--- src/rtl/delay_line_pkg.sv ---
// Shared definitions for the multi-channel pulse delay line.
//   - ch_state_t      : per-channel FSM state (normal run / overflow drain)
//   - DEF_MIN_DELAY   : default smallest honoured delay, in cycles
//   - PIPE_OFFSET     : cycles between first-synchroniser capture and FIFO push
//   - target_reached  : wrap-safe "now has reached or passed target" compare
package delay_line_pkg;

  typedef enum logic {
    ST_RUN   = 1'b0,
    ST_DRAIN = 1'b1
  } ch_state_t;

  localparam int DEF_MIN_DELAY = 4;

  // Capture in sync1, then sync2, then the edge is pushed one cycle later
  // using the 'now' of that cycle: the push sees 'now' two counts ahead of
  // the capture cycle.
  localparam int PIPE_OFFSET = 2;

  // Operands are zero-extended to 32 bits; modular subtraction keeps the low
  // cnt_w bits exact, so the sign of the cnt_w-bit difference is its MSB.
  function automatic logic target_reached(input logic [31:0] now_v,
                                          input logic [31:0] tgt_v,
                                          input int unsigned cnt_w);
    logic [31:0] diff;
    logic [4:0]  msb;
    diff = now_v - tgt_v;
    msb  = 5'(cnt_w - 1);
    return ~diff[msb];
  endfunction

endpackage

--- src/rtl/delay_line_channel.sv ---
// One channel of the delay line: 2-flop synchroniser, edge detect,
// timestamp FIFO, RUN/DRAIN overflow FSM and toggling output.
// Ports:
//   i_clk, i_rst_n   clock, asynchronous active-low reset
//   i_in             asynchronous pulse input
//   i_delay          requested delay in cycles (sampled when an edge is pushed)
//   i_now            shared free-running timestamp
//   i_ovf_clr        synchronous clear of the sticky overflow flag
//   o_out            delayed pulse output
//   o_ovf            sticky overflow flag
//   o_nonempty       FIFO holds at least one pending edge
module delay_line_channel
  import delay_line_pkg::*;
#(
  parameter int CNT_W     = 16,
  parameter int DEPTH     = 8,
  parameter int MIN_DELAY = DEF_MIN_DELAY
) (
  input  logic             i_clk,
  input  logic             i_rst_n,
  input  logic             i_in,
  input  logic [CNT_W-1:0] i_delay,
  input  logic [CNT_W-1:0] i_now,
  input  logic             i_ovf_clr,
  output logic             o_out,
  output logic             o_ovf,
  output logic             o_nonempty
);

  localparam int AW = $clog2(DEPTH);

  logic             r_sync1, r_sync2, r_prev;
  logic [CNT_W-1:0] r_mem [DEPTH];
  logic [AW-1:0]    r_wr_ptr, r_rd_ptr;
  logic [AW:0]      r_count;
  ch_state_t        r_state;
  logic             r_out, r_ovf;

  logic             w_edge, w_full, w_empty, w_pop;
  logic             w_try_push, w_push, w_overflow;
  logic [CNT_W-1:0] w_eff_delay, w_target;

  assign w_edge  = r_sync2 ^ r_prev;
  assign w_full  = (r_count == (AW+1)'(DEPTH));
  assign w_empty = (r_count == '0);

  assign w_eff_delay = (i_delay < CNT_W'(MIN_DELAY)) ? CNT_W'(MIN_DELAY) : i_delay;
  assign w_target    = i_now + w_eff_delay - CNT_W'(PIPE_OFFSET);

  // Head fires once its target is reached or already passed, so an entry
  // made stale by a delay decrease goes out immediately instead of waiting
  // for the counter to wrap.
  assign w_pop = !w_empty &&
                 target_reached(32'(i_now), 32'(r_mem[r_rd_ptr]), CNT_W);

  // A pop in the same cycle frees a slot, so a push into a full FIFO is
  // accepted when it coincides with a pop.
  assign w_try_push = w_edge && (r_state == ST_RUN);
  assign w_push     = w_try_push && (!w_full || w_pop);
  assign w_overflow = w_try_push && w_full && !w_pop;

  always_ff @(posedge i_clk or negedge i_rst_n) begin
    if (!i_rst_n) begin
      r_sync1  <= 1'b0;
      r_sync2  <= 1'b0;
      r_prev   <= 1'b0;
      r_wr_ptr <= '0;
      r_rd_ptr <= '0;
      r_count  <= '0;
      r_state  <= ST_RUN;
      r_out    <= 1'b0;
      r_ovf    <= 1'b0;
    end else begin
      r_sync1 <= i_in;
      r_sync2 <= r_sync1;
      // Tracking the synchronised level every cycle also realigns the
      // edge detector when DRAIN hands back to RUN.
      r_prev  <= r_sync2;

      if (w_push) r_wr_ptr <= r_wr_ptr + 1'b1;
      if (w_pop)  r_rd_ptr <= r_rd_ptr + 1'b1;
      case ({w_push, w_pop})
        2'b10:   r_count <= r_count + 1'b1;
        2'b01:   r_count <= r_count - 1'b1;
        default: r_count <= r_count;
      endcase

      case (r_state)
        ST_RUN:   if (w_overflow) r_state <= ST_DRAIN;
        ST_DRAIN: if (w_empty)    r_state <= ST_RUN;
        default:  r_state <= ST_RUN;
      endcase

      // Only timestamps are stored; edges alternate so each pop toggles.
      // Leaving DRAIN re-syncs the output to the live input level, undoing
      // any polarity error left by the dropped edges.
      if (w_pop)
        r_out <= ~r_out;
      else if ((r_state == ST_DRAIN) && w_empty)
        r_out <= r_sync2;

      if (w_overflow)     r_ovf <= 1'b1;
      else if (i_ovf_clr) r_ovf <= 1'b0;
    end
  end

  // Storage needs no reset: entries are only read behind the count.
  always_ff @(posedge i_clk) begin
    if (w_push) r_mem[r_wr_ptr] <= w_target;
  end

  assign o_out      = r_out;
  assign o_ovf      = r_ovf;
  assign o_nonempty = !w_empty;

endmodule

--- src/rtl/delay_line_multi.sv ---
// Multi-channel runtime-programmable pulse delay line. Each channel replays
// the edges of its input exactly eff_delay cycles after they are sampled.
// Ports:
//   clk_in        system clock
//   rst_n_in      asynchronous active-low reset
//   in            per-channel asynchronous pulse inputs
//   delay_cycles  per-channel delay, channel k at [k*CNT_W +: CNT_W]
//   ovf_clr       synchronous clear of all sticky overflow flags
//   out           delayed pulse outputs
//   ovf           sticky per-channel overflow flags
//   led0          registered OR of ovf
//   led1          registered OR of per-channel FIFO non-empty
module delay_line_multi
  import delay_line_pkg::*;
#(
  parameter int CHANNELS  = 4,
  parameter int CNT_W     = 16,
  parameter int DEPTH     = 8,
  parameter int MIN_DELAY = DEF_MIN_DELAY
) (
  input  logic                      clk_in,
  input  logic                      rst_n_in,
  input  logic [CHANNELS-1:0]       in,
  input  logic [CHANNELS*CNT_W-1:0] delay_cycles,
  input  logic                      ovf_clr,
  output logic [CHANNELS-1:0]       out,
  output logic [CHANNELS-1:0]       ovf,
  output logic                      led0,
  output logic                      led1
);

  logic [CNT_W-1:0]    r_now;
  logic [CHANNELS-1:0] w_nonempty;
  logic                r_led0, r_led1;

  always_ff @(posedge clk_in or negedge rst_n_in) begin
    if (!rst_n_in) begin
      r_now  <= '0;
      r_led0 <= 1'b0;
      r_led1 <= 1'b0;
    end else begin
      r_now  <= r_now + 1'b1;
      r_led0 <= |ovf;
      r_led1 <= |w_nonempty;
    end
  end

  for (genvar k = 0; k < CHANNELS; k++) begin : g_ch
    delay_line_channel #(
      .CNT_W     (CNT_W),
      .DEPTH     (DEPTH),
      .MIN_DELAY (MIN_DELAY)
    ) u_ch (
      .i_clk      (clk_in),
      .i_rst_n    (rst_n_in),
      .i_in       (in[k]),
      .i_delay    (delay_cycles[k*CNT_W +: CNT_W]),
      .i_now      (r_now),
      .i_ovf_clr  (ovf_clr),
      .o_out      (out[k]),
      .o_ovf      (ovf[k]),
      .o_nonempty (w_nonempty[k])
    );
  end

  assign led0 = r_led0;
  assign led1 = r_led1;

endmodule

--- config.mk ---
export PLATFORM = sky130hd
export DESIGN_NAME = delay_line_multi
export DESIGN_NICKNAME = d
export VERILOG_FILES = /design/src/rtl/delay_line_pkg.sv /design/src/rtl/delay_line_channel.sv /design/src/rtl/delay_line_multi.sv
export SDC_FILE = /design/constraint.sdc
export NUM_CORES = 1
export LEC_CHECK = 0
export CAP_MARGIN = 30
export CORE_UTILIZATION = 56
export DETAILED_ROUTE_END_ITERATION = 12
export PLACE_DENSITY = 0.78
export REMOVE_ABC_BUFFERS = 1
export SLEW_MARGIN = 20
export SYNTH_ARGS = -nofsm -noshare
export SYNTH_HDL_FRONTEND = slang
export SYNTH_SLANG_ARGS = --single-unit
--- constraint.sdc ---
create_clock -name clk_in -period 6.5 [get_ports clk_in]
set_input_delay 1.95 -clock clk_in [delete_from_list [all_inputs] [get_ports clk_in]]
set_output_delay 1.95 -clock clk_in [all_outputs]
set_load 0.01 [all_outputs]
# [Word-level counts from Yosys, hierarchy flattened]
# Memories as Yosys holds them, arrays and structs flattened.
# Cells that the tools add are included.
[word_totals] register_bits=82 latch_bits=0 mem_bits_rw=512 rom_bits=0 out_inout_bits=10 n_memories=4
[classes] addsub=29 mul=0 div=0 order_cmp=4 eq_ne=12 shifts=0 mux=41 bitwise=16 n_reduce_logical=58
[memory_table] name="g_ch[0].u_ch.r_mem" depth=8 word_bits=16 read_ports=1 rd_clocked_by_memory_dff=0 write_ports=1 line="delay_line_channel.sv:33" text="logic [CNT_W-1:0] r_mem [DEPTH];"
[memory_table] name="g_ch[1].u_ch.r_mem" depth=8 word_bits=16 read_ports=1 rd_clocked_by_memory_dff=0 write_ports=1 line="delay_line_channel.sv:33"
[memory_table] name="g_ch[2].u_ch.r_mem" depth=8 word_bits=16 read_ports=1 rd_clocked_by_memory_dff=0 write_ports=1 line="delay_line_channel.sv:33"
[memory_table] name="g_ch[3].u_ch.r_mem" depth=8 word_bits=16 read_ports=1 rd_clocked_by_memory_dff=0 write_ports=1 line="delay_line_channel.sv:33"
[ops] cell="16-bit adder" count=4
[ops] cell="16-bit by 3-bit < comparator with 1-bit output (second input constant)" count=4
[ops] cell="16-bit two-way mux" count=4
[ops] cell="16-bit subtractor" count=4
[ops] cell="16-bit by 2-bit subtractor with 16-bit output (second input constant)" count=4
[ops] cell="4-bit case mux with 2 select lines" count=4
[ops] cell="1-bit two-way mux" count=29
[ops] cell="3-bit by 1-bit adder with 3-bit output (second input constant)" count=8
[ops] cell="1-bit logical AND" count=24
[ops] cell="2-bit nonzero test" count=12
[ops] cell="16-bit by 1-bit adder with 16-bit output (second input constant)" count=1
[ops] cell="4-bit by 1-bit adder with 4-bit output (second input constant)" count=4
[ops] cell="4-bit == test (second input constant)" count=4
[ops] cell="4-bit zero test" count=4
[ops] cell="4-bit by 1-bit subtractor with 4-bit output (second input constant)" count=4
[ops] cell="1-bit zero test" count=12
[ops] cell="1-bit NOT" count=12
[ops] cell="2-bit by 1-bit == test with 1-bit output (second input constant)" count=4
[ops] cell="2-bit == test (second input constant)" count=4
[ops] cell="1-bit case mux with 2 select lines" count=4
[ops] cell="4-bit OR reduction" count=2
[ops] cell="1-bit logical OR" count=4
[ops] cell="1-bit XOR" count=4

# [Depth between registers and ports, before layout]
# Gate-level depths: netlist of run 1.
# An unclocked memory read counts as a cell.
[logic_depth] ltp_word=8 ltp_mapped=18

# [Modules after synthesis]
# A second synthesis of run 1 with hierarchy kept.
[hier_totals] cells_unflattened=1974 area_unflattened_um2=29285.6
[by_module_without_submodules] module="delay_line_channel (g_ch[1].u_ch ...)" instances=2 cells_each=475 area_per_inst_um2=7099.3
[by_module_without_submodules] module="delay_line_channel (g_ch[3].u_ch)" instances=1 cells_each=488 area_per_inst_um2=7229.4
[by_module_without_submodules] module="delay_line_channel (g_ch[0].u_ch)" instances=1 cells_each=475 area_per_inst_um2=7090.6
[by_module_without_submodules] module="delay_line_multi" instances=1 cells_each=61 area_per_inst_um2=767.0

# [Least setup slack after synthesis of run 1]
# Ideal clock, no wire load.
[synth_timing] path_kind="register -> register" startpoint="reg g_ch[0].u_ch.r_rd_ptr[0]" endpoint="mem g_ch[0].u_ch.r_mem[2][0] (enable)" t_arrival_ns=5.817 slack_ns=0.247 stages_incl_launch_ff=14 synth_period_minus_slack_ns=6.253 cell_sequence="dfrtp_1 buf_2 buf_1 buf_1 mux4_2 mux2i_1 ha_1 a21o_1 a21o_1 a21o_1 a211oi_1 xor2_1 o21ai_1 nor4b_1"
[synth_between] elab_chain_cells=8
[synth_rtl] element="start: declaration" line="delay_line_channel.sv:34" text="logic [AW-1:0] r_wr_ptr, r_rd_ptr;"
[synth_rtl] element="start signal: assignment" line="delay_line_channel.sv:81" text="if (w_pop) r_rd_ptr <= r_rd_ptr + 1'b1;"
[synth_rtl] element="memory read 8 x 16 bit"
[synth_rtl] element="16-bit subtractor" line="delay_line_pkg.sv:27" text="diff = now_v - tgt_v;"
[synth_rtl] element="1-bit NOT" line="delay_line_pkg.sv:29" text="return ~diff[msb];"
[synth_rtl] element="1-bit logical AND" line="delay_line_channel.sv:53" text="assign w_pop = !w_empty &&"
[synth_rtl] element="1-bit logical OR" line="delay_line_channel.sv:59" text="assign w_push = w_try_push && (!w_full || w_pop);"
[synth_rtl] element="1-bit logical AND" line="delay_line_channel.sv:59"
[synth_rtl] element="1-bit two-way mux" line="delay_line_channel.sv:109" text="if (w_push) r_mem[r_wr_ptr] <= w_target;"
[synth_rtl] element="1-bit two-way mux (not written as such)" line="delay_line_channel.sv:109"
[synth_rtl] element="end: declaration" line="delay_line_channel.sv:33"
# Every way passes these cells.

# [Worst setup path in the final report of run 1]
[layout_timing] startpoint="in delay_cycles[19]" endpoint="mem g_ch[1].u_ch.r_mem[4][15], data pin"
[layout_between] elab_chain_cells=4
[layout_rtl] element="start: declaration" line="delay_line_multi.sv:24" text="input logic [CHANNELS*CNT_W-1:0] delay_cycles,"
[layout_rtl] element="16-bit by 3-bit < comparator with 1-bit output" line="delay_line_channel.sv:47" text="assign w_eff_delay = (i_delay < CNT_W'(MIN_DELAY)) ? CNT_W'(MIN_DELAY) : i_delay;"
[layout_rtl] element="16-bit two-way mux (*)" line="delay_line_channel.sv:47"
[layout_rtl] element="16-bit adder (*)" line="delay_line_channel.sv:48" text="assign w_target = i_now + w_eff_delay - CNT_W'(PIPE_OFFSET);"
[layout_rtl] element="16-bit by 2-bit subtractor with 16-bit output (*)" line="delay_line_channel.sv:48"
[layout_rtl] element="via g_ch[1].u_ch.w_target[15]" line="delay_line_channel.sv:41" text="logic [CNT_W-1:0] w_eff_delay, w_target;"
[layout_rtl] element="end: declaration" line="delay_line_channel.sv:33"
# The timed path passes the listed nets; every way through them passes the cells marked *.

==> flow_summary.toml, run 1 <==
[status]
status = "completed"

[worst_setup_path]
r2r_slack_ns = 1.23
crit_chain = "clkdlybuf4s50_1, nor4_1, buf_4, nand4_1, and2_1, ha_1, ha_1, fa_1, a211o_1, a21oi_1, o21ai_0, a41oi_1, o31ai_1, a21oi_1, xnor2_1"
reg2reg_depth = 12
r2r_end = "g_ch[3].u_ch.r_mem[0][8]"
worst-path-buf-inv = 2
cp_slowest_cell = "clkdlybuf4s50_1"
cp_top_family = "compound AO/OA/AOI/OAI gates"
worstPathMaxFanout = 8
arrival_ns = 5.91
crit_required_ns = 6.83
startpoint_type = "input pin"
end_kind = "register"
crit_type = "in -> reg"
slowest_delay_ns = 0.55
r2r_start = "g_ch[3].u_ch.r_rd_ptr[0]"

[route]
wl_per_cell_um = 24.3
detailroute.via_count = 16800
routed_wl_um = 66800
drtPass1Iterations = 7
initialDrtViolationCount = 1644
final_antenna_net_count = 0
vias_per_cell = 6.11
drt_drc_violations_left = 0

[timing]
rsz0062_at_grt = "false"
slew_violations = 0
worst_pin_slew_ns = 0.985
period_needed_ns = 5.58
finalHoldViolations = 0
finalSetupViolations = 0
final.setup.tns_ns = 0
finalCritPeriodShare_pct = 85.9
relSlewSlack_pct = 34.4
fmax_mhz = 179
timing.final.ws_setup_ns = 0.916
skew_ns = 0.0272

[hold_path]
hp-class = "reg -> reg"
hold_start = "g_ch[1].u_ch.r_sync1"
hold_depth = 0
hold_end = "g_ch[1].u_ch.r_sync2"

[clocking]
numCtsBuffers = 60
cts_sinks = 594
htreeDepth = 2
clk_pin_slew_ns = 0.06
cts_tree = "done"
post_cts_buffers = 0
clk-insertion-delay-late_ns = 0.63
root_buffer = "clkbuf_16"
cts_hold_buf = 0
cts_buffer_depth = 3
ctsResizeCount = 0

[yosys]
yosys.area_share.simple_pct = 5.73
syn-instance-count = 1876
ys_ff_latch = 594
synthFlopType = "edfxtp_1"
synth_top_family_by_area = "multiplexers"
ys_async_sr_fraction_pct = 13.8
synth_enable_flop_cells = 512
synth_common_cells = "512 x edfxtp_1, 191 x inv_1, 185 x ha_1"
avgSynthCellArea_um2 = 15.2
synth_fa_ha_area_share_pct = 8.38
yosys.area.top_type = "edfxtp_1"
synth.distinct_cells = 67
yosys-top-cells-area = "edfxtp_1 54%, mux4_2 9.9%, ha_1 8.1%"
yosys_warnings = 0
syn_area_um2 = 28600
yosysTopAreaCellShare_pct = 53.8
synth.area.mux_share_pct = 13.0
synthXorXnorAreaFrac_pct = 3.00
synth_compound_area_share_pct = 5.44
yosys.cell_count.top_type = "edfxtp_1"
seq_area_frac_synth_pct = 61.0

[place]
dp_hpwl_um = 43600
portBuffers = 80
place_ws_ns = 0.406
place_congestion = 0.894

[finish]
drive_gt1_share_pct = 16.0
area_delta_synth_final_pct = 14.3
final_util_pct = 65.0
insertedDiodeCount = 0
finalNetCount = 2283

[pwr]
p_per_area_nw_per_um2 = 409
pwr-share-comb_pct = 32.2
power_w = 0.0133
leakage_nw = 12.4
p_switching_w = 0.00424
p_int_w = 0.00911
pwr-share-clk_pct = 26.1
switching_share_pct = 31.8
peakVddDrop_uv = 211
p_seq_share_pct = 41.7

[floorplanning]
core_area_um2 = 50300
die_x_um = 228
start_util_pct = 56.9
design.die.area_um2 = 52000
row_count = 82
io_pins = 81
die_h_um = 228

[global_route]
antenna_found_initial = 0
grt_pass1_wl_um = 102000
grt_use_total_pct = 26.1
grt_max_degree = 72
grt_pass1_vias = 17300
overflow = 0

[job]
drv_cap = 0
## power by group through the flow
stage	Combinational, W	Clock (W)	Sequential [W]
final	0.00429	0.00348	0.00557
after CTS	0.00415	0.00353	0.00566
after floorplan	0.00278	0	0.00564
after global routing	0.00464	0.00368	0.00565
after global placement	0.00393	0	0.00567
after detailed placement	0.00411	0	0.00572
## state kept, by name, indices dropped and copies added (netlist names)
name	count
g_ch.u_ch.r_mem	512
g_ch.u_ch.r_count	16
r_now	16
g_ch.u_ch.r_rd_ptr	12
g_ch.u_ch.r_wr_ptr	12
g_ch.u_ch.o_out	4
g_ch.u_ch.o_ovf	4
g_ch.u_ch.r_prev	4
g_ch.u_ch.r_state	4
g_ch.u_ch.r_sync1	4
g_ch.u_ch.r_sync2	4
led0	1
led1	1
## cell families after synthesis
family | count (synthesis)
AOI/OAI and AO/OA | 231
xor gates and xnor gates | 98
adders and majority gates | 189
buffers and inverters | 252
DFF | 594
muxes | 210
and+or+nand+nor | 302
## layout make-up
type | instances | area [um2]
well taps | 672 | 841
flip-flops and latches | 594 | 17400
clock buffers | 78 | 1640
repair buffers | 146 | 1410
inverters | 191 | 717
clock inverters | 35 | 349
fillers | 3473 | 17600
multi-input cells | 1030 | 10300
## per-layer routing
metal	vias up	global-route usage, %	part of all wire [%]
met4	0	9.27	3.4
li1	7512	-	-
met5	-	0	0
met1	8520	34.7	41
met3	144	5.63	7.8
met2	603	42.9	48
## cells in the final DEF, fill, tap and decap left out, types with 23 or more instances in the layout
| master | instances |
|---|---|
| a21oi_1 | 56 |
| buf_4 | 58 |
| clkbuf_16 | 62 |
| clkdlybuf4s50_1 | 79 |
| dfrtp_1 | 77 |
| edfxtp_1 | 512 |
| ha_1 | 185 |
| inv_1 | 191 |
| mux2i_1 | 67 |
| mux4_2 | 126 |
| nand2_1 | 55 |
| nor2_1 | 58 |
| o21a_1 | 23 |
| o21ai_0 | 31 |
| xnor2_1 | 68 |
| xor2_1 | 30 |
## stage by stage
step,instance area (um2),hold slack (ns),instances
floorplan,28300,0.331,1815
global placement,30500,0.333,2625
detailed placement,30500,0.336,2626
CTS,32500,0.350,2739
global route,32700,0.361,2746
finish,32700,0.348,2746
## worst reg2reg max path, delay by kind of cell, from the launching register on
kind,cells,cell delay [ns]
simple gates,3,0.90
buf+inv,2,0.74
mux,2,0.81
fa+ha+maj,1,0.31
flops,1,0.73
xor+xnor,1,0.80
compound gates,3,0.62
## worst max path at each step
stage / startpoint / to / slack, ns / cells after the start
final: delay_cycles[19] / g_ch[1].u_ch.r_mem[4][15] / 0.92 / 15
after floorplan: g_ch[0].u_ch.r_rd_ptr[0] / g_ch[0].u_ch.r_mem[2][0] / 0.23 / 10
after CTS: delay_cycles[19] / g_ch[1].u_ch.r_mem[0][15] / 1.03 / 15
after global routing: delay_cycles[47] / g_ch[2].u_ch.r_mem[7][15] / 0.63 / 16
after global placement: delay_cycles[23] / g_ch[1].u_ch.r_mem[4][15] / 0.66 / 15
after detailed placement: delay_cycles[19] / g_ch[1].u_ch.r_mem[4][15] / 0.41 / 15
Note: power is estimated with default switching activity, not from simulation.
==> inputs of run 2 (changes only) <==
--- a/config.mk
+++ b/config.mk
@@ -5,7 +5,6 @@
 export SDC_FILE = /design/constraint.sdc
 export NUM_CORES = 1
 export LEC_CHECK = 0
-export CAP_MARGIN = 30
 export CORE_UTILIZATION = 56
 export DETAILED_ROUTE_END_ITERATION = 12
 export PLACE_DENSITY = 0.78
==> run 2 against run 1 <==
  * Routed wire length decreased by 1.8%
  * Critical path type unchanged
  * Register-to-register slack about the same
  * Sequential share of layout area up 0.35 points
  * Combinational power down 4%
  * Count of clock-buffer cells in the layout fell by 7
  * First-iteration DRC count fell by 3.6%
  * Largest cell class unchanged
  * Die area stayed put
  * Clock skew is 0.0074 ns lower
  * Cell count down 0.36%
  * Critical path depth unchanged
==> flow_summary.toml, run 2 (synthesis gave the netlist of run 1 again) <==
[worst_setup_path]
startpoint_type = "input pin"
crit_chain = "clkdlybuf4s50_1, nor4_1, buf_4, nand4_1, and2_1, ha_1, ha_1, fa_1, a211o_1, a21oi_1, o21ai_0, a21oi_1, o31ai_1, a21oi_1, xnor2_1"
cp_slowest_cell = "clkdlybuf4s50_1"
worst-path-buf-inv = 2
slowest_delay_ns = 0.69
end_kind = "register"
worstPathMaxFanout = 8
r2r_slack_ns = 1.24
arrival_ns = 5.90
crit_top_cell = "a21oi_1"
cp_top_family = "compound AO/OA/AOI/OAI gates"
crit_required_ns = 6.84
crit_type = "in -> reg"

[timing]
finalCritPeriodShare_pct = 85.5
relSlewSlack_pct = 26.1
final.setup.tns_ns = 0
finalHoldViolations = 0
timing.final.ws_setup_ns = 0.945
skew_ns = 0.0198
finalSetupViolations = 0
rsz0062_at_grt = "false"
worst_pin_slew_ns = 1.11
period_needed_ns = 5.55
slew_violations = 0
fmax_mhz = 180

[route]
routed_wl_um = 65600
final_antenna_net_count = 0
vias_per_cell = 6.11
drtPass1Iterations = 6
wl_per_cell_um = 24.0
drt_drc_violations_left = 0
initialDrtViolationCount = 1584
detailroute.via_count = 16700

[pwr]
leakage_nw = 12.3
p_per_area_nw_per_um2 = 405
peakVddDrop_uv = 236

[job]
drv_cap = 0

[clocking]
cts_sinks = 594
numCtsBuffers = 61
cts_hold_buf = 0
ctsResizeCount = 0
cts_buffer_depth = 3
post_cts_buffers = 0
clk-insertion-delay-late_ns = 0.62
root_buffer = "clkbuf_16"
htreeDepth = 2
clk_pin_slew_ns = 0.06
cts_tree = "done"

[place]
place_ws_ns = 0.430
dp_hpwl_um = 43300
dpl_cell_area_um2 = 30500
portBuffers = 80
place_congestion = 0.894

[finish]
finalNetCount = 2276
largest_reg_flops = 512
drive_gt1_share_pct = 16.0
fill_cells = 3508
final_cell_mix = "512 x edfxtp_1, 191 x inv_1, 185 x ha_1"
multiInputGateArea_um2 = 10300
insertedDiodeCount = 0
area_delta_synth_final_pct = 13.5
reg_top3 = "g_ch.u_ch.r_mem (512), g_ch.u_ch.r_count (16), r_now (16)"
layout_commonest_cell = "edfxtp_1"
regMostFlops = "g_ch.u_ch.r_mem"
finish.instance_area_um2 = 32400
seq_area_um2 = 17400

[global_route]
grt_max_degree = 72
antenna_found_initial = 0
grt_pass1_vias = 16900
grt_use_total_pct = 25.6
grt_pass1_wl_um = 99400
overflow = 0

[floorplanning]
core_area_um2 = 50300
die_x_um = 228
design.die.area_um2 = 52000
start_util_pct = 56.9
die_h_um = 228
io_pins = 81
row_count = 82

[status]
status = "completed"

[hold_path]
hp-class = "reg -> reg"
## run 2: cell count changes in the layout (fill, tap and decap cells not counted), moves of 2 or more
cell	before	now
clkinv_2	10	19
clkinv_1	13	7
buf_16	4	0
clkbuf_1	13	9
buf_8	3	0
clkinvlp_4	3	6
clkbuf_8	3	1
## run 2: layer usage
layer,wire length (um),vias to the layer above,track usage [%]
li1,-,7486,-
met2,30700,664,41.0
met3,5670,151,5.36
met1,26700,8414,34.3
met4,2490,0,10.2
met5,0,-,0
## run 2: stage by stage
step	instances	power, W	util (%)	hold WS (ns)
final	2736	0.0132	64.5	0.351
after global routing	2736	0.0138	64.5	0.360
after CTS	2736	0.0132	64.5	0.351
after detailed placement	2625	0.00983	60.7	0.336
after global placement	2625	0.00960	60.7	0.333
after floorplan	1815	0.00842	-	0.331
## run 2: final timing paths
check	from	endpoint	cells after the start
min in group asynchronous	rst_n_in	g_ch[0].u_ch.r_rd_ptr[2]	1
max in group asynchronous	rst_n_in	g_ch[1].u_ch.r_rd_ptr[0]	2
worst min register to register	g_ch[2].u_ch.r_sync1	g_ch[2].u_ch.r_sync2	0
worst max-delay path	delay_cycles[47]	g_ch[2].u_ch.r_mem[4][15]	15
worst min-delay path	g_ch[2].u_ch.r_sync1	g_ch[2].u_ch.r_sync2	0
worst max register to register	g_ch[2].u_ch.r_rd_ptr[0]	g_ch[2].u_ch.r_mem[5][4]	11
## run 2: report_power, final
| part | switching (W) | leakage (nW) | internal, W |
|---|---|---|---|
| clock network | 0.00143 | 0.949 | 0.00196 |
| logic | 0.00212 | 5.72 | 0.00200 |
| registers | 0.000644 | 5.63 | 0.00499 |
## run 2: final cells by class
cell class | count | share of cell area [%]
Clock inverter | 40 | 1.12
Timing Repair Buffer | 138 | 3.84
Tap cell | 672 | 2.59
Clock buffer | 71 | 4.85
Inverter | 191 | 2.21
Multi-Input combinational cell | 1030 | 31.7
Sequential cell | 594 | 53.7
## run 2: worst register-to-register path: cells and delay by family (launching register included)
kind	cells	cell delay, ns
flip-flops	1	0.89
AO/OA/AOI/OAI	3	0.98
adder cells (fa/ha/maj)	1	0.17
multiplexers	2	0.69
buffers and inverters	1	0.37
AND/OR/NAND/NOR	4	1.75
==> patch 1 (flow settings as in run 2) <==
`CNT_W` is set to 16 in 2 places; all go to 14.
--- a/src/rtl/delay_line_channel.sv
+++ b/src/rtl/delay_line_channel.sv
@@ -12,7 +12,7 @@
 module delay_line_channel
   import delay_line_pkg::*;
 #(
-  parameter int CNT_W     = 16,
+  parameter int CNT_W     = 14,
   parameter int DEPTH     = 8,
   parameter int MIN_DELAY = DEF_MIN_DELAY
 ) (
--- a/src/rtl/delay_line_multi.sv
+++ b/src/rtl/delay_line_multi.sv
@@ -14,7 +14,7 @@
   import delay_line_pkg::*;
 #(
   parameter int CHANNELS  = 4,
-  parameter int CNT_W     = 16,
+  parameter int CNT_W     = 14,
   parameter int DEPTH     = 8,
   parameter int MIN_DELAY = DEF_MIN_DELAY
 ) (
Ports: changed (resized delay_cycles); port bits go from 81 to 73. The function was not compared with the original's and may differ.
==> patch 1 against run 2 <==
Synthesized area shrank 12%. Largest power group unchanged. Clock power shrank 11%. Via count shrank 15%. Wire length shrank 16%. Critical endpoint is now g_ch[0].u_ch.r_mem[3][13]$_DFFE_PP_. Worst setup slack lost 0.19 ns. Design area shrank 12%. Sequential cell count shrank 66. Power shrank 11%.
==> patch 1: results (changes against run 2) <==
| Metric | Value |
|---|---|
| PortBufs | `72 (-10%)` |
| Most frequent cells after synthesis | `edfxtp_1 (448), ha_1 (161), inv_1 (161), mux4_2 (103), dfrtp_1 (80)` |
| Met2 global-route usage | `0.422 (+0.0121)` |
| Hold slack | `0.345 ns (-0.00608 ns)` |
| R2R Path End | `g_ch[2].u_ch.r_mem[5][8]$_DFFE_PP_` |
| Seq. cell area | `15500 um^2 (-11%)` |
| Met1 usage | `0.335 (-0.00863)` |
| Mux share of post-synthesis cell area | `0.128 (-0.00174)` |
| Wire per inst | `23.0 um (-4.2%)` |
| Met2 wire length | `27200 um (-11%)` |
| First-pass GRT wire length | `84300 um (-15%)` |
| Outcome | `finished, final reports clean` |
| Number of CTS-inserted buffers | `51 (-16%)` |
| Detailed Place HPWL | `36100 um (-17%)` |
| EDFF count, synth | `448 (-13%)` |
| Cell family with most CP delay | `simple AND/OR/NAND/NOR gates` |
| DRT Wirelength | `54900 um (-16%)` |
| Setup WS post-layout | `0.757 ns (-0.189 ns)` |
| Worst Skew | `0.00857 ns (-0.0112 ns)` |
| Compound-Gate Fraction of Synth Area | `0.0418 (-0.0126)` |
| CP startpoint | `delay_cycles[7]` |
| Post-synth ARST share | `0.152 (+0.0135)` |
| Clock Tree Buf Depth | `3 (unchanged)` |
| Cell total after placement | `2298 (-12%)` |
| WP data arrival | `6.06 ns (+0.16 ns)` |
| Seq/Total Area, Yosys | `0.615 (+0.00583)` |
| GRT Resource Usage Total | `0.253 (-0.00298)` |
| Post-Place Cell Area | `26800 um^2 (-12%)` |
| DR iter-0 viols | `1419 (-10%)` |
| DRT Pass-1 Iters | `5 (-1)` |
| Metal3 WL | `3920 um (-31%)` |
| Htree depth | `2 (unchanged)` |
| Layout cell share with drive strength beyond 1 | `0.162 (+0.00130)` |
| Biggest regs | `g_ch.u_ch.r_mem: 448 flops, g_ch.u_ch.r_count: 16 flops, r_now: 14 flops` |
| Worst r2r path cells | `12 (+1)` |
| Vias in the first global route | `14600 (-14%)` |
| End of the critical path | `g_ch[0].u_ch.r_mem[3][13]$_DFFE_PP_` |
| Top post-synthesis cells by area | `edfxtp_1 (54%), mux4_2 (9.2%), ha_1 (8.0%)` |
| Vias per cell | `5.96 (-2.4%)` |
| Post-layout nets | `1987 (-13%)` |
| Gpl congestion | `0.862 (-3.6%)` |
| Worst R2R Setup Slack | `1.31 ns (+0.07 ns)` |
| Netlist cell types | `68 (+1.5%)` |
| Peak supply drop | `0.000199 V (-16%)` |
| GR Util met3 | `0.0458 (-0.00778)` |
| Slew @ Worst Pin | `1.06 ns (-0.0467 ns)` |
| Leak pwr | `10.7 nW (-13%)` |
| Largest net degree at the start of global routing | `42 (-42%)` |
patch 1: layout make-up:
class	count	area share
Inverter	161	0.0212
Clock buffer	61	0.0479
Timing Repair Buffer	112	0.0357
Sequential cell	528	0.542
Tap cell	592	0.0260
Multi-Input combinational cell	905	0.315
Clock inverter	33	0.0120
patch 1: report_power, final:
group | switching (mW) | internal (mW)
clock network | 1.25 | 1.77
registers | 0.548 | 4.43
logic | 1.93 | 1.76
total | 3.72 | 7.96
patch 1: logic make-up (layout without fill, tap and decap cells):
logic type               after synthesis  count (layout)
AO/OA/AOI/OAI                        169             169
XOR/XNOR                             103             103
adder cells (fa/ha/maj)              165             165
buffers and inverters                210             367
flip-flops                           528             528
multiplexers                         185             185
AND/OR/NAND/NOR                      283             283
==> patch 2 (config.mk and constraints of run 2) <==
Made on the original files. Put a register stage on the output `ovf`, with the module's reset. The value now appears one clock later. The other outputs are not delayed to match. Comments in the files are not updated.
--- a/src/rtl/delay_line_multi.sv
+++ b/src/rtl/delay_line_multi.sv
@@ -29,6 +29,8 @@
   output logic                      led1
 );
 
+  logic [CHANNELS-1:0] ovf_d;
+
   logic [CNT_W-1:0]    r_now;
   logic [CHANNELS-1:0] w_nonempty;
   logic                r_led0, r_led1;
@@ -40,7 +42,7 @@
       r_led1 <= 1'b0;
     end else begin
       r_now  <= r_now + 1'b1;
-      r_led0 <= |ovf;
+      r_led0 <= |ovf_d;
       r_led1 <= |w_nonempty;
     end
   end
@@ -58,7 +60,7 @@
       .i_now      (r_now),
       .i_ovf_clr  (ovf_clr),
       .o_out      (out[k]),
-      .o_ovf      (ovf[k]),
+      .o_ovf      (ovf_d[k]),
       .o_nonempty (w_nonempty[k])
     );
   end
@@ -66,5 +68,13 @@
   assign led0 = r_led0;
   assign led1 = r_led1;
 
+  always_ff @(posedge clk_in or negedge rst_n_in) begin
+    if (!rst_n_in) begin
+      ovf <= '0;
+    end else begin
+      ovf <= ovf_d;
+    end
+  end
+
 endmodule
 
Function: same outputs for any inputs over 4 cycles, from zero or initial values and one cycle with rst_n_in low; that may be too few to reach the edited logic, so the function may still have changed.
==> patch 2 against run 2 <==
Power down 1.2%. Wire length decreased by 2.9%. Worst setup slack worse by 0.27 ns. Die area is 0.28% lower. Synthesized area is 0.28% lower. Sequential cell count up 4. Design area decreased by 0.20%. Combinational power decreased by 3%. Critical path type unchanged. Critical endpoint is now g_ch[0].u_ch.r_mem[6][15]$_DFFE_PP_.
==> patch 2: results (changes against run 2) <==
| Metric | Value |
|---|---|
| Cell family with most CP delay | `simple AND/OR/NAND/NOR gates` |
| Initial antenna violation count | `1 (+1)` |
| CP startpoint | `delay_cycles[15]` |
| Netlist cell types | `68 (+1.5%)` |
| Top post-synthesis cells by area | `edfxtp_1 (54%), mux4_2 (9.6%), ha_1 (8.1%)` |
| Worst R2R Setup Slack | `0.85 ns (-0.39 ns)` |
| Slew @ Worst Pin | `1.04 ns (-0.0642 ns)` |
| Post-layout nets | `2280 (+0.18%)` |
| Worst Skew | `0.0273 ns (+0.00749 ns)` |
| Cell total after placement | `2630 (+0.19%)` |
| End of the critical path | `g_ch[0].u_ch.r_mem[6][15]$_DFFE_PP_` |
| Met2 wire length | `30600 um (-0.51%)` |
| Net Switching | `4.11 mW (-2.0%)` |
| GR Util met3 | `0.0569 (+0.00332)` |
| Hold_sp | `g_ch[0].u_ch.r_sync1$_DFF_PN0_` |
| Critical path's slowest cell | `or4b_2` |
| Post-synth ARST share | `0.144 (+0.00577)` |
| Finished Layout Cells | `2742 (+0.22%)` |
| Max incr delay on CP | `0.67 ns (-0.02 ns)` |
| Gpl congestion | `0.904 (+1.2%)` |
| Outcome | `finished, final reports clean` |
| DR iter-0 viols | `1652 (+4.3%)` |
| Leak pwr | `12.4 nW (+0.88%)` |
| Clock power frac | `0.264 (+0.006)` |
| Met1 usage | `0.328 (-0.0158)` |
| M1 WL | `25300 um (-5.3%)` |
| Detailed Place HPWL | `41500 um (-4.1%)` |
| Hold slack | `0.349 ns (-0.00250 ns)` |
| Number of CTS-inserted buffers | `60 (-1.6%)` |
## patch 2: changes by cell type after synthesis, sizes merged, moves of 10 or more
cell    change
nor3       +11
a21o       +15
o211ai     -13
nor2       +17
nand2      +10
## patch 2: cell type report
type	count	area, um^2
Fill cell	3472	17800
Multi-Input combinational cell	1031	10100
Timing Repair Buffer	132	1190
Tap cell	672	841
Clock inverter	36	334
Inverter	197	739
Sequential cell	598	17500
Clock buffer	76	1640
## patch 2: logic make-up (layout without fill, tap and decap cells)
| family | Yosys count | count (layout) |
|---|---|---|
| AO/OA/AOI/OAI | 209 | 209 |
| XOR/XNOR | 103 | 103 |
| adder cells (fa/ha/maj) | 189 | 189 |
| buffers and inverters | 249 | 441 |
| flip-flops | 598 | 598 |
| multiplexers | 212 | 212 |
| AND/OR/NAND/NOR | 318 | 318 |
